$ cat config.mk
export PLATFORM = sky130hd
export DESIGN_NAME = pong_game_ctrl
export DESIGN_NICKNAME = d
export VERILOG_FILES = /design/src/rtl/pong_game_ctrl.sv
export SDC_FILE = /design/constraint.sdc
export NUM_CORES = 1
export LEC_CHECK = 0
export ABC_AREA = 1
export ABC_CLOCK_PERIOD_IN_PS = 4400
export CORE_ASPECT_RATIO = 0.7
export CORE_MARGIN = 2
export CORE_UTILIZATION = 45
export CTS_CLUSTER_SIZE = 20
export DETAILED_ROUTE_END_ITERATION = 10
export DONT_BUFFER_PORTS = 1
export PLACE_DENSITY = 0.64
export SYNTH_ARGS = -nofsm -noshare
export SYNTH_HDL_FRONTEND = slang
export SYNTH_SLANG_ARGS = --single-unit
$ cat constraint.sdc
create_clock -name clk -period 4.4 [get_ports clk]
set_clock_uncertainty 0.1 [all_clocks]
set_input_delay 0.88 -clock clk [delete_from_list [all_inputs] [get_ports clk]]
set_output_delay 0.88 -clock clk [all_outputs]
set_load 0.02 [all_outputs]
$ cat src/rtl/pong_game_ctrl.sv
// Pong match sequencer: serves the ball, detects misses once per frame,
// keeps score, ramps ball velocity on bounces and declares the winner.
module pong_game_ctrl #(
  parameter int          LEFT_X       = 8,
  parameter int          RIGHT_X      = 1256,
  parameter int          RACK_H       = 64,
  parameter int          BALL_H       = 16,
  parameter int          SERVE_FRAMES = 60,
  parameter int          POINT_FRAMES = 30,
  parameter int          WIN_SCORE    = 5,
  parameter logic [15:0] VEL_INIT     = 16'h0100,
  parameter logic [15:0] VEL_STEP     = 16'h0010,
  parameter logic [15:0] VEL_MAX      = 16'h0400
) (
  input  logic        clk,
  input  logic        reset,
  input  logic        frame_start_strobe,
  input  logic        start_btn,
  input  logic [11:0] ball_x,
  input  logic [11:0] ball_y,
  input  logic [11:0] rack_y_L,
  input  logic [11:0] rack_y_R,
  input  logic        ball_bounce,
  output logic        ball_enable,
  output logic        ball_serve,
  output logic [15:0] velocity,
  output logic [3:0]  score_L,
  output logic [3:0]  score_R,
  output logic        game_over,
  output logic        winner,
  output logic [2:0]  state
);

  typedef enum logic [2:0] {
    IDLE      = 3'd0,
    SERVE     = 3'd1,
    PLAY      = 3'd2,
    POINT     = 3'd3,
    GAME_OVER = 3'd4
  } state_t;

  localparam logic [7:0]  SERVE_LAST = 8'(SERVE_FRAMES - 1);
  localparam logic [7:0]  POINT_LAST = 8'(POINT_FRAMES - 1);
  localparam logic [3:0]  WIN        = 4'(WIN_SCORE);
  localparam logic [11:0] LEFT_LIM   = 12'(LEFT_X);
  localparam logic [11:0] RIGHT_LIM  = 12'(RIGHT_X);
  localparam logic [12:0] RACK_H13   = 13'(RACK_H);
  localparam logic [12:0] BALL_H13   = 13'(BALL_H);

  state_t      cur_state, nxt_state;
  logic [7:0]  frame_cnt, cnt_n;
  logic [15:0] vel_n;
  logic [3:0]  score_l_n, score_r_n;
  logic        winner_n, serve_n, enable_n, over_n;

  // Bottom edges are formed one bit wider so a racket near the screen edge
  // cannot wrap around and fake a cover.
  logic [12:0] ball_bot, rack_l_bot, rack_r_bot;
  logic        miss_l, miss_r;
  logic [16:0] vel_sum;
  logic [15:0] vel_bumped;

  assign ball_bot   = {1'b0, ball_y}   + BALL_H13;
  assign rack_l_bot = {1'b0, rack_y_L} + RACK_H13;
  assign rack_r_bot = {1'b0, rack_y_R} + RACK_H13;

  assign miss_l = (ball_x <= LEFT_LIM) &&
                  ((ball_bot <= {1'b0, rack_y_L}) || ({1'b0, ball_y} >= rack_l_bot));
  assign miss_r = (ball_x >= RIGHT_LIM) &&
                  ((ball_bot <= {1'b0, rack_y_R}) || ({1'b0, ball_y} >= rack_r_bot));

  assign vel_sum    = {1'b0, velocity} + {1'b0, VEL_STEP};
  assign vel_bumped = (vel_sum > {1'b0, VEL_MAX}) ? VEL_MAX : vel_sum[15:0];

  assign state = cur_state;

  // Registers every game output so downstream logic sees clean, glitch-free values
  always_ff @(posedge clk or posedge reset) begin
    if (reset) begin
      cur_state   <= IDLE;
      frame_cnt   <= 8'd0;
      velocity    <= VEL_INIT;
      score_L     <= 4'd0;
      score_R     <= 4'd0;
      winner      <= 1'b0;
      ball_serve  <= 1'b0;
      ball_enable <= 1'b0;
      game_over   <= 1'b0;
    end else begin
      cur_state   <= nxt_state;
      frame_cnt   <= cnt_n;
      velocity    <= vel_n;
      score_L     <= score_l_n;
      score_R     <= score_r_n;
      winner      <= winner_n;
      ball_serve  <= serve_n;
      ball_enable <= enable_n;
      game_over   <= over_n;
    end
  end

  // Next-state and next-output decisions; start is checked every cycle, the rest only on frame strobes
  always_comb begin
    nxt_state = cur_state;
    cnt_n     = frame_cnt;
    vel_n     = velocity;
    score_l_n = score_L;
    score_r_n = score_R;
    winner_n  = winner;
    serve_n   = 1'b0;

    case (cur_state)
      IDLE, GAME_OVER: begin
        if (start_btn) begin
          score_l_n = 4'd0;
          score_r_n = 4'd0;
          vel_n     = VEL_INIT;
          serve_n   = 1'b1;
          cnt_n     = 8'd0;
          nxt_state = SERVE;
        end
      end

      SERVE: begin
        if (frame_start_strobe) begin
          if (frame_cnt == SERVE_LAST) begin
            cnt_n     = 8'd0;
            nxt_state = PLAY;
          end else begin
            cnt_n = frame_cnt + 8'd1;
          end
        end
      end

      PLAY: begin
        if (frame_start_strobe) begin
          if (miss_l) begin
            score_r_n = score_R + 4'd1;
            cnt_n     = 8'd0;
            if (score_r_n == WIN) begin
              winner_n  = 1'b1;
              nxt_state = GAME_OVER;
            end else begin
              nxt_state = POINT;
            end
          end else if (miss_r) begin
            score_l_n = score_L + 4'd1;
            cnt_n     = 8'd0;
            if (score_l_n == WIN) begin
              winner_n  = 1'b0;
              nxt_state = GAME_OVER;
            end else begin
              nxt_state = POINT;
            end
          end else if (ball_bounce) begin
            vel_n = vel_bumped;
          end
        end
      end

      POINT: begin
        if (frame_start_strobe) begin
          if (frame_cnt == POINT_LAST) begin
            vel_n     = VEL_INIT;
            serve_n   = 1'b1;
            cnt_n     = 8'd0;
            nxt_state = SERVE;
          end else begin
            cnt_n = frame_cnt + 8'd1;
          end
        end
      end

      default: nxt_state = IDLE;
    endcase

    enable_n = (nxt_state == PLAY);
    over_n   = (nxt_state == GAME_OVER);
  end

endmodule

After elaboration in Yosys (flattened, before gate mapping)

Index checks and enable logic that the tools add are counted.

Flip-flop bits (word level): 39
Input bits: 53
Output and inout bits: 31
Word-level logic and storage cells: 106

$add $sub $neg: 7
$lt $le $gt $ge: 7
Equality and inequality tests: 22
Muxes and demuxes: 45
Reductions and logical operators: 16

Operators with widths:

| kind                                                                                  | count |
|---|---|
| 16-bit 2-to-1 mux                                                                     | 8 |
| 8-bit 2-to-1 mux                                                                      | 8 |
| 16-bit case mux with 3 select lines                                                   | 1 |
| 8-bit case mux with 4 select lines                                                    | 1 |
| 3-bit 2-to-1 mux                                                                      | 10 |
| 12-bit by 7-bit adder with 13-bit output, second input constant                       | 2 |
| 12-bit by 13-bit greater-or-equal comparator with 1-bit output                        | 2 |
| 13-bit by 12-bit less-or-equal comparator with 1-bit output                           | 2 |
| 4-bit 2-to-1 mux                                                                      | 6 |
| 2-bit != test, second input constant                                                  | 10 |
| 16-bit by 5-bit adder with 17-bit output, second input constant                       | 1 |
| 17-bit by 11-bit > comparator with 1-bit output, second input constant                | 1 |
| 4-bit case mux with 2 select lines                                                    | 2 |
| 12-bit by 5-bit adder with 13-bit output, second input constant                       | 1 |
| 12-bit by 11-bit greater-or-equal comparator with 1-bit output, second input constant | 1 |
| 12-bit by 4-bit less-or-equal comparator with 1-bit output, second input constant     | 1 |
| 3-bit case mux with 4 select lines                                                    | 1 |
| 5-bit AND reduction                                                                   | 2 |
| 3-bit by 2-bit == test with 1-bit output, second input constant                       | 3 |
| 4-bit by 1-bit adder with 4-bit output, second input constant                         | 2 |
| 8-bit by 1-bit adder with 8-bit output, second input constant                         | 1 |
| 4-bit by 3-bit == test with 1-bit output, second input constant                       | 2 |
| 8-bit by 5-bit == test with 1-bit output, second input constant                       | 1 |
| 8-bit by 6-bit == test with 1-bit output, second input constant                       | 1 |
| other kinds (16)                                                                      | 27 |

Longest topological paths before layout

Gate-level depths: netlist (run 1).

Word-level depth: 9
Gate-level depth with buffers: 22
Mapped depth without buffers: 21

Least setup slack after synthesis (run 1)

No wires, ideal clock.

Path kind: input -> register
Start point: in ball_y[4]
End point: reg velocity[10]
Setup time: 0.118 ns
Arrival: 2.920 ns
Required time: 4.182 ns
Path slack: 1.262 ns
Stages on the path: 20
Path buffers: 1
Cell sequence: ha_1 > nand2_2 > nor2_4 > nand3_1 > xnor2_1 > ha_1 > nand2_1 > nor3_1 > nand3_1 > nand2_1 > nor2_1 > nand3_1 > nand2_2 > inv_2 > nand2_2 > nand3_4 > inv_4 > buf_12 > nand2_1 > o21ai_2

Longest elaborated chain between the ends: 6
Elaborated cells between the ends (all ways): 12
Classes of those cells: add/sub (1); order compare (4); eq/ne (2); reduce/logical (5)

Ends and longest elaborated chain:

| element                                                                        | RTL line | text |
|---|---|---|
| start: declaration                                                             | 20       | `input logic [11:0] ball_y,` |
| 12-bit by 5-bit adder with 13-bit output                                       | 63       | `assign ball_bot = {1'b0, ball_y} + BALL_H13;` |
| 13-bit by 12-bit less-or-equal comparator with 1-bit output (on tied branches) | 70, 68   |  |
| 1-bit logical OR (on tied branches)                                            | 70, 68   |  |
| 1-bit logical AND (on tied branches)                                           | 69, 67   |  |
| 2-bit != test (no line)                                                        | -        |  |
| 8-bit AND reduction (no line) (*)                                              | -        |  |
| end signal: assignment                                                         | 92       | `velocity <= vel_n;` |
| end: declaration                                                               | 26       | `output logic [15:0] velocity,` |

Every way passes the cells marked *; elsewhere a longest branch is shown, timed or not.
A chain may end at the register's enable or synchronous reset.

Final worst setup path (run 1)

Start point: in ball_y[4]
End point: reg velocity[5]

The elaborated chain is that of the path after synthesis.

==> results of run 1 <==
## power by group through the flow
stage | Clock, W | Combinational, W | Sequential (W)
finish | 0.000336 | 0.000539 | 0.000503
global route | 0.000360 | 0.000621 | 0.000514
CTS | 0.000345 | 0.000539 | 0.000502
detailed placement | 0 | 0.000537 | 0.000507
global placement | 0 | 0.000527 | 0.000507
floorplan | 0 | 0.000460 | 0.000486
## cell usage after synthesis
master / n
nand3_2: 2
nand2_4: 3
dfrtp_1: 34
nand3_4: 1
inv_2: 8
nor2_4: 3
o21bai_1: 1
xnor2_1: 7
and3_1: 1
conb_1: 1
buf_4: 4
a21oi_4: 1
nor4_1: 3
nor2_1: 39
nor3_1: 15
xor2_1: 13
nand2_1: 108
nor3_2: 1
nand3b_1: 3
inv_1: 107
o21ai_1: 2
or2_2: 2
and2_1: 1
nand3_1: 47
a21oi_2: 1
dfstp_2: 1
nand4_1: 7
o31ai_1: 1
nand2_2: 5
nor4_4: 1
a31oi_1: 1
inv_4: 2
nor2_2: 4
o21ai_0: 18
nor3b_1: 1
a21oi_1: 28
buf_12: 1
ha_1: 51
a32o_1: 1
o21ai_2: 7
buf_2: 1
## per-layer routing
| metal | track usage | share of wire |
|---|---|---|
| met5 | 0 | 0 |
| met4 | 0.0378 | 0.0030 |
| met3 | 0.0445 | 0.047 |
| met2 | 0.284 | 0.41 |
| met1 | 0.288 | 0.54 |
## registers in the layout, summed over array words and instances, names as in the netlist
register / flops
winner: 1
frame_cnt: 8
game_over: 1
ball_serve: 1
ball_enable: 1
velocity: 12
state: 3
score_R: 4
score_L: 4
## worst max-delay path: cells and delay by family
family	cells	cell delay (ns)
and+or+nand+nor	12	1.47
adders and majority gates	2	0.49
buffers and inverters	2	0.24
xor gates and xnor gates	1	0.16
AOI/OAI and AO/OA	1	0.09
## path summary, 6_finish.rpt
kind,cells past startpoint,from,end,slack (ns)
max,18,ball_y[4],velocity[5],1.17
min,2,frame_cnt[1],frame_cnt[1],0.43
max reg2reg,11,state[1],velocity[5],1.88
min reg2reg,2,frame_cnt[1],frame_cnt[1],0.43
max in group asynchronous,2,reset,velocity[8],3.36
min in group asynchronous,2,reset,velocity[11],0.50
## cell type report
class / count / area share
clock buffers: 7 / 0.0336
clock inverters: 1 / 0.00127
inverters: 117 / 0.112
multi-input cells: 383 / 0.597
flip-flops and latches: 35 / 0.222
well taps: 101 / 0.0320
repair buffers: 1 / 0.00190
## cell families after synthesis
kind of cell / count (synthesis) / synth area share
AOI/OAI and AO/OA: 61 / 0.0961
and+or+nand+nor: 247 / 0.315
buffers and inverters: 123 / 0.134
xor gates and xnor gates: 20 / 0.0470
DFF: 35 / 0.236
other: 1 / 0.00101
adders and majority gates: 51 / 0.171
## metrics by stage
stage	worst slack (ns)	total power [W]	utilization	hold slack (ns)
floorplan	1.26	0.000947	-	0.377
global placement	1.03	0.00103	0.480	0.422
detailed placement	0.908	0.00104	0.480	0.427
CTS	1.20	0.00139	0.498	0.440
global route	0.889	0.00149	0.498	0.498
finish	1.17	0.00138	0.498	0.433
==> flow_metrics.env, run 1 <==
export IMPL_status="completed"
export IMPL_slew_headroom=0.584
export IMPL_clk_pin_slew_worst_paths_ns=0.06
export IMPL_core_area_sq_um=7940
export IMPL_post_cts_buffers=0
export IMPL_postLayoutCellArea_sq_um=3950
export IMPL_synth_top_area_frac=0.228
export IMPL_cts_max_level=2
export IMPL_critPathSlowestCell="ha_1"
export IMPL_clock_sinks=35
export IMPL_final_cell_mix="108 x nand2_1, 107 x inv_1, 51 x ha_1, 47 x nand3_1, 39 x nor2_1"
export IMPL_power_switching_w=0.000589
export IMPL_drv_slew=0
export IMPL_clkPwrFrac=0.244
export IMPL_port_buffers=0
export IMPL_grt_usage=0.193
export IMPL_tightest_slew_ns=0.624
export IMPL_drcViolationCount=0
export IMPL_crit_chain="ha_1 -> nand2_2 -> nor2_4 -> nand3_1 -> xnor2_1 -> ha_1 -> nand2_1 -> nor3_1 -> nand3_1 -> nand3_1 -> nand3_1 -> nand2_2 -> inv_2 -> nand2_2 -> nand3_4 -> inv_4 -> nand3_1 -> o21ai_2"
export IMPL_cts_resized=0
export IMPL_hp_class="reg -> reg"
export IMPL_root_buffer="clkbuf_16"
export IMPL_tns_ns=0
export IMPL_rows=27
export IMPL_min_period_ns=3.23
export IMPL_nets=647
export IMPL_hold_buffers=0
export IMPL_grt_overflow=0
export IMPL_switching_share=0.428
export IMPL_critPathMaxFanout=14
export IMPL_power_frac_comb=0.391
export IMPL_syn_area_sq_um=3720
export IMPL_synth_area_leaders="dfrtp_1 23%, ha_1 17%, nand2_1 11%"
export IMPL_critPathMaxStageDelay_ns=0.30
export IMPL_gp_routability_congestion=0.949
export IMPL_hold_viol=0
export IMPL_ys_seq_elements=35
export IMPL_wl_per_cell_um=13.1
export IMPL_drtIter0Drc=210
export IMPL_grt_max_degree=36
export IMPL_power_density_nw_per_um2=349
export IMPL_clock_path_buffers=2
export IMPL_fill_cells=775
export IMPL_grt_antenna_before_repair=0
export IMPL_grt_pass1_vias=3021
export IMPL_die_h_um=80.1
export IMPL_p_int_w=0.000788
export IMPL_initial_utilization=0.469
export IMPL_ant_nets=0
export IMPL_path_class="in -> reg"
export IMPL_dieArea_sq_um=9030
export IMPL_ys_types=41
export IMPL_total_leakage_power_nw=2.14
export IMPL_yosys_area_top_type="dfrtp_1"
export IMPL_final_setup_viol_count=0
export IMPL_io_pins=84
export IMPL_clock_latency_ns=0.27
export IMPL_dr_total_vias=3283
export IMPL_area_growth_pct=6.12
export IMPL_cp_required_ns=4.50
export IMPL_seqPwrFrac=0.365
export IMPL_antenna_cells=0
export IMPL_ys_warn_count=0
export IMPL_crit_path_start_kind="primary input"
export IMPL_final_layout_size_suffix_gt1_frac=0.0901
export IMPL_seqCellArea_sq_um=877
export IMPL_drv_cap=0
export IMPL_avgSynthCellArea_sq_um=6.92
export IMPL_wirelength_mm=8.44
export IMPL_critical_path_arrival_ns=3.33
export IMPL_crit_path_end_kind="register"
export IMPL_numCtsBuffers=5
export IMPL_ys_seq_area_frac=0.236
export IMPL_crit_top_cell="nand3_1"
export IMPL_final_common_cell="nand2_1"
export IMPL_netlist_instances=538
export IMPL_place_inst=637
export IMPL_vdd_drop_max_uv=230
export IMPL_rsz0062_at_grt="false"
export IMPL_final_cells=645
export IMPL_dpl_hpwl_mm=6.96
export IMPL_dpl_cell_area_sq_um=3810
export IMPL_multiInputGateArea_sq_um=2360
export IMPL_fmax_ghz=0.310
export IMPL_die_width_um=113
export IMPL_cts_tree="done"
export IMPL_via_per_inst=5.09
export IMPL_drtPass1Iterations=5
export IMPL_finalCritPeriodShare=0.733
export IMPL_grt_first_pass_wirelength_mm=14.2
Note: power is estimated with default switching activity, not from simulation.
==> run 2: changes to the inputs <==
ABC_CLOCK_PERIOD_IN_PS = 3120   (was 4400)
clock period = 3.12 ns   (was 4.4 ns; I/O delays follow)
==> run 2 against run 1 <==
Net effect: non-clock buffer count up 3; count of clock-buffer cells in the layout down 1; largest cell class unchanged; worst hold slack worse by 0.20 ns; sequential power up 40%; setup slack worse by 0.87 ns; critical path depth unchanged; global-route usage down 0.12 points; clock power up 72%; core utilization up 0.84 points.
==> flow_metrics.env, run 2 (synthesis results as in run 1) <==
export IMPL_hold_buffers=0
export IMPL_crit_path_start_kind="primary input"
export IMPL_dr_total_vias=3249
export IMPL_critPathMaxFanout=14
export IMPL_drcViolationCount=0
export IMPL_die_width_um=113
export IMPL_area_growth_pct=7.90
export IMPL_final_layout_size_suffix_gt1_frac=0.0987
export IMPL_tightest_slew_ns=0.505
export IMPL_nets=650
export IMPL_gp_routability_congestion=0.869
export IMPL_wl_per_cell_um=12.9
export IMPL_wirelength_mm=8.35
export IMPL_regMostFlops="velocity"
export IMPL_clk_pin_slew_worst_paths_ns=0.05
export IMPL_rsz0062_at_grt="false"
export IMPL_min_period_ns=2.81
export IMPL_fmax_ghz=0.356
export IMPL_rows=27
export IMPL_core_area_sq_um=7940
export IMPL_largest_register_ffs=12
export IMPL_finalCritPeriodShare=0.901
export IMPL_drtIter0Drc=193
export IMPL_grt_usage=0.192
export IMPL_post_cts_buffers=0
export IMPL_root_buffer="clkbuf_16"
export IMPL_crit_path_end_kind="register"
export IMPL_path_class="in -> reg"
export IMPL_power_density_nw_per_um2=511
export IMPL_drv_cap=0
export IMPL_grt_max_degree=36
export IMPL_drtPass1Iterations=4
export IMPL_port_buffers=0
export IMPL_die_h_um=80.1
export IMPL_grt_first_pass_wirelength_mm=14.0
export IMPL_crit_chain="ha_1 -> nand2_2 -> nor2_4 -> nand3_1 -> xnor2_1 -> ha_1 -> nand2_1 -> nor3_1 -> nand3_1 -> nand3_1 -> nand3_1 -> nand2_2 -> inv_2 -> nand2_2 -> nand3_4 -> inv_4 -> nand3_1 -> o21ai_2"
export IMPL_critical_path_arrival_ns=2.92
export IMPL_final_cell_mix="108 x nand2_1, 107 x inv_1, 51 x ha_1, 47 x nand3_1, 39 x nor2_1"
export IMPL_status="completed"
export IMPL_io_pins=84
export IMPL_grt_antenna_before_repair=0
export IMPL_vdd_drop_max_uv=465
export IMPL_total_power_w=0.00205
export IMPL_ant_nets=0
export IMPL_crit_top_cell="nand3_1"
export IMPL_final_setup_viol_count=0
export IMPL_clock_path_buffers=2
export IMPL_critPathMaxStageDelay_ns=0.30
export IMPL_drv_slew=0
export IMPL_clock_sinks=35
export IMPL_antenna_cells=0
export IMPL_grt_overflow=0
export IMPL_total_leakage_power_nw=2.18
export IMPL_dpl_hpwl_mm=6.95
export IMPL_hold_slack_ns=0.235
export IMPL_reg_top3="velocity: 12 flops, frame_cnt: 8 flops"
export IMPL_critPathSlowestCell="ha_1"
export IMPL_cts_tree="done"
export IMPL_final_common_cell="nand2_1"
export IMPL_hp_class="in -> async"
export IMPL_dp_slack_ns=-0.0206
export IMPL_tns_ns=0
export IMPL_via_per_inst=5.01
export IMPL_slew_headroom=0.661
export IMPL_initial_utilization=0.469
export IMPL_cp_required_ns=3.23
export IMPL_numCtsBuffers=5
export IMPL_worst_slack_ns=0.307
export IMPL_fin_util=0.506
export IMPL_hold_viol=0
export IMPL_grt_pass1_vias=3031
export IMPL_cts_max_level=2
export IMPL_clock_latency_ns=0.28
export IMPL_dieArea_sq_um=9030
-- run 2: changes by cell type in the layout (fill, tap and decap cells not counted), sizes merged --
cell    delta
bufinv     +1
buf        +3
clkbuf     -1
-- run 2: area by class of cell --
| cell class | instances | area [sq um] |
|---|---|---|
| fill | 780 | 3920 |
| multi-input combinational | 383 | 2370 |
| sequential | 35 | 877 |
| inverter | 117 | 444 |
| clock buffer | 6 | 139 |
| tap | 101 | 126 |
| clock inverter | 2 | 35.0 |
| timing repair buffer | 4 | 30.0 |
-- run 2: critical path, delay by kind of cell --
kind	cells	cell delay [ns]
and+or+nand+nor	12	1.37
AOI/OAI and AO/OA	1	0.06
buffers and inverters	2	0.23
adders and majority gates	2	0.48
xor gates and xnor gates	1	0.16
-- run 2: path summary, 6_finish.rpt --
kind / from / slack (ns) / cells past startpoint / endpoint
worst max-delay path: ball_y[4] / 0.31 / 18 / velocity[5]
worst min-delay path: reset / 0.23 / 2 / velocity[15]
worst max register to register: velocity[4] / 0.74 / 12 / velocity[5]
worst min register to register: frame_cnt[1] / 0.42 / 2 / frame_cnt[1]
max in group asynchronous: reset / 2.34 / 2 / velocity[8]
min in group clk: frame_cnt[1] / 0.42 / 2 / frame_cnt[1]
-- run 2: where the power goes --
part | switching [W] | total [W] | internal, W | leakage [nW]
Combinational | 0.000494 | 0.000769 | 0.000275 | 1.62
Sequential | 0.000155 | 0.000706 | 0.000551 | 0.467
Clock | 0.000182 | 0.000579 | 0.000397 | 0.0868
-- run 2: per-stage QoR --
stage                     instance area, sq um  instances
after detailed placement                  3840        640
after global placement                    3840        640
final                                     4020        648
after global routing                      4020        648
after CTS                                 4010        648
after floorplan                           3730        541
-- run 2: metal layers --
metal | up-vias | global-route usage | routed length, um
li1 | 1721 | - | -
met1 | 1433 | 0.283 | 4490
met2 | 95 | 0.290 | 3360
met3 | 0 | 0.0521 | 501
met4 | 0 | 0.0195 | 0
met5 | - | 0 | 0
-- run 2: what timing repair did --
action                     CTS  global route
setup endpoints to repair    0             4
hold endpoints to repair     0             0
resized for setup            0             1
==> run 3: changes to the inputs <==
CELL_PAD_IN_SITES_DETAIL_PLACEMENT = 0   (was default)
CELL_PAD_IN_SITES_GLOBAL_PLACEMENT = 1   (was default)
PLACE_DENSITY = 0.84   (was 0.64)
==> run 3 against run 2 <==
Net effect: worst hold slack better by 0.0038 ns; combinational power is 0.9% higher; final area is 0.65% lower; register-to-register slack better by 0.14 ns; maximum frequency is 0.47% lower; largest cell class unchanged; largest power group unchanged.
==> flow_metrics.env, run 3 (synthesis results as in run 1) <==
export IMPL_total_power_w=0.00196
export IMPL_wl_met3_um=587
export IMPL_via_per_inst=5.03
export IMPL_tightest_slew_ns=0.525
export IMPL_clock_latency_ns=0.28
export IMPL_core_area_sq_um=7940
export IMPL_clock_sinks=35
export IMPL_numCtsBuffers=5
export IMPL_largest_register_ffs=12
export IMPL_final_layout_size_suffix_gt1_frac=0.0987
export IMPL_final_cells=648
export IMPL_finalCritPeriodShare=0.906
export IMPL_vdd_drop_max_uv=453
export IMPL_antenna_cells=0
export IMPL_wl_met1_mm=4.53
export IMPL_cts_tree="done"
export IMPL_power_density_nw_per_um2=491
export IMPL_wl_met2_mm=3.42
export IMPL_clk_pin_slew_worst_paths_ns=0.06
export IMPL_crit_path_start_kind="primary input"
export IMPL_grt_antenna_before_repair=0
export IMPL_fmax_ghz=0.354
export IMPL_hold_viol=0
export IMPL_final_setup_viol_count=0
export IMPL_fill_cells=807
export IMPL_root_buffer="clkbuf_16"
export IMPL_seqCellArea_sq_um=877
export IMPL_final_common_cell="nand2_1"
export IMPL_post_cts_buffers=0
export IMPL_status="completed"
export IMPL_regMostFlops="velocity"
export IMPL_hp_class="in -> async"
export IMPL_switching_share=0.428
export IMPL_io_pins=84
export IMPL_grt_overflow=0
export IMPL_hold_buffers=0
export IMPL_clkPwrFrac=0.243
export IMPL_dp_slack_ns=-0.109
export IMPL_grt_pass1_vias=3071
export IMPL_fin_util=0.503
export IMPL_area_growth_pct=7.19
export IMPL_cp_required_ns=3.22
export IMPL_rrSetupSlack_ns=0.88
export IMPL_grt_first_pass_wirelength_mm=14.5
export IMPL_nets=650
export IMPL_min_period_ns=2.83
export IMPL_wirelength_mm=8.60
export IMPL_port_buffers=0
export IMPL_place_inst=640
export IMPL_crit_path_end_kind="register"
export IMPL_p_int_w=0.00112
export IMPL_die_h_um=80.1
export IMPL_drtPass1Iterations=4
export IMPL_die_width_um=113
export IMPL_tns_ns=0
export IMPL_total_leakage_power_nw=2.16
export IMPL_grt_usage=0.202
export IMPL_drtIter0Drc=173
export IMPL_dieArea_sq_um=9030
export IMPL_wl_per_cell_um=13.3
export IMPL_power_switching_w=0.000839
export IMPL_drv_cap=0
export IMPL_ant_nets=0
export IMPL_dr_total_vias=3257
export IMPL_cts_max_level=2
export IMPL_drv_slew=0
export IMPL_multiInputGateArea_sq_um=2380
export IMPL_dpl_hpwl_mm=7.20
export IMPL_gp_routability_congestion=0.827
export IMPL_slew_headroom=0.647
export IMPL_seqPwrFrac=0.361
export IMPL_power_frac_comb=0.396
export IMPL_grt_max_degree=36
export IMPL_rows=27
export IMPL_initial_utilization=0.469
export IMPL_worst_slack_ns=0.294
export IMPL_clock_path_buffers=2
export IMPL_drcViolationCount=0
export IMPL_final_cell_mix="108 x nand2_1, 107 x inv_1, 51 x ha_1, 47 x nand3_1, 39 x nor2_1"
export IMPL_path_class="in -> reg"
export IMPL_reg_top3="velocity: 12 flops, frame_cnt: 8 flops"
export IMPL_rsz0062_at_grt="true"
export IMPL_top_layer="met4"
export IMPL_critical_path_arrival_ns=2.92
export IMPL_critPathMaxFanout=8
-- run 3: changes by cell type in the layout (fill, tap and decap cells not counted), sizes merged --
cell	change
bufinv	-1
clkbuf	+1
-- run 3: metrics by stage --
stage | hold WS, ns | area [sq um]
2_1_floorplan | 0.377 | 3730
3_3_place_gp | 0.419 | 3840
3_5_place_dp | 0.431 | 3840
4_1_cts | 0.251 | 3970
5_1_grt | 0.284 | 3990
6_report | 0.239 | 3990
-- run 3: final cells by class --
cell class / count / share of cell area
Multi-Input combinational cell: 383 / 0.595
Sequential cell: 35 / 0.220
Inverter: 117 / 0.111
Clock buffer: 7 / 0.0332
Tap cell: 101 / 0.0317
Timing Repair Buffer: 4 / 0.00752
Clock inverter: 1 / 0.00125
-- run 3: power by group through the flow --
stage	Sequential, W	Combinational [W]	Clock, W
4_1_cts	0.000708	0.000772	0.000494
2_1_floorplan	0.000686	0.000649	0
3_5_place_dp	0.000715	0.000768	0
5_1_grt	0.000723	0.000902	0.000515
3_3_place_gp	0.000714	0.000752	0
6_report	0.000708	0.000776	0.000477
-- run 3: per-layer routing --
layer | vias to the layer above | global-route usage
li1 | 1717 | -
met1 | 1458 | 0.299
met2 | 76 | 0.290
met3 | 6 | 0.0536
met4 | 0 | 0.0439
met5 | - | 0
-- run 3: repair_timing --
item | in CTS | in global routing
setup endpoints to repair | 0 | 22
resized for setup | 0 | 4
endpoints found under the hold margin | 0 | 0
-- run 3: worst max-delay path, cell delays in order --
cell	delay, ns
ha_1	0.18
nand2_2	0.09
nor2_4	0.11
nand3_1	0.09
xnor2_1	0.15
ha_1	0.31
nand2_1	0.11
nor3_2	0.23
nand3_1	0.09
nand2_1	0.10
nor2_1	0.05
nand3_1	0.10
nand2_2	0.10
inv_2	0.09
nand2_2	0.09
a21oi_4	0.22
nand3_1	0.09
o21ai_0	0.09
-- run 3: worst paths after layout --
path                              start           end  depth (start not counted)
setup / recovery              ball_y[4]    score_L[0]                         18
hold reg to reg            frame_cnt[1]  frame_cnt[1]                          2
max in group asynchronous         reset   velocity[8]                          2
min in group clk              start_btn    ball_serve                          2
setup reg to reg            velocity[4]   velocity[6]                         12
hold / removal                    reset     game_over                          2
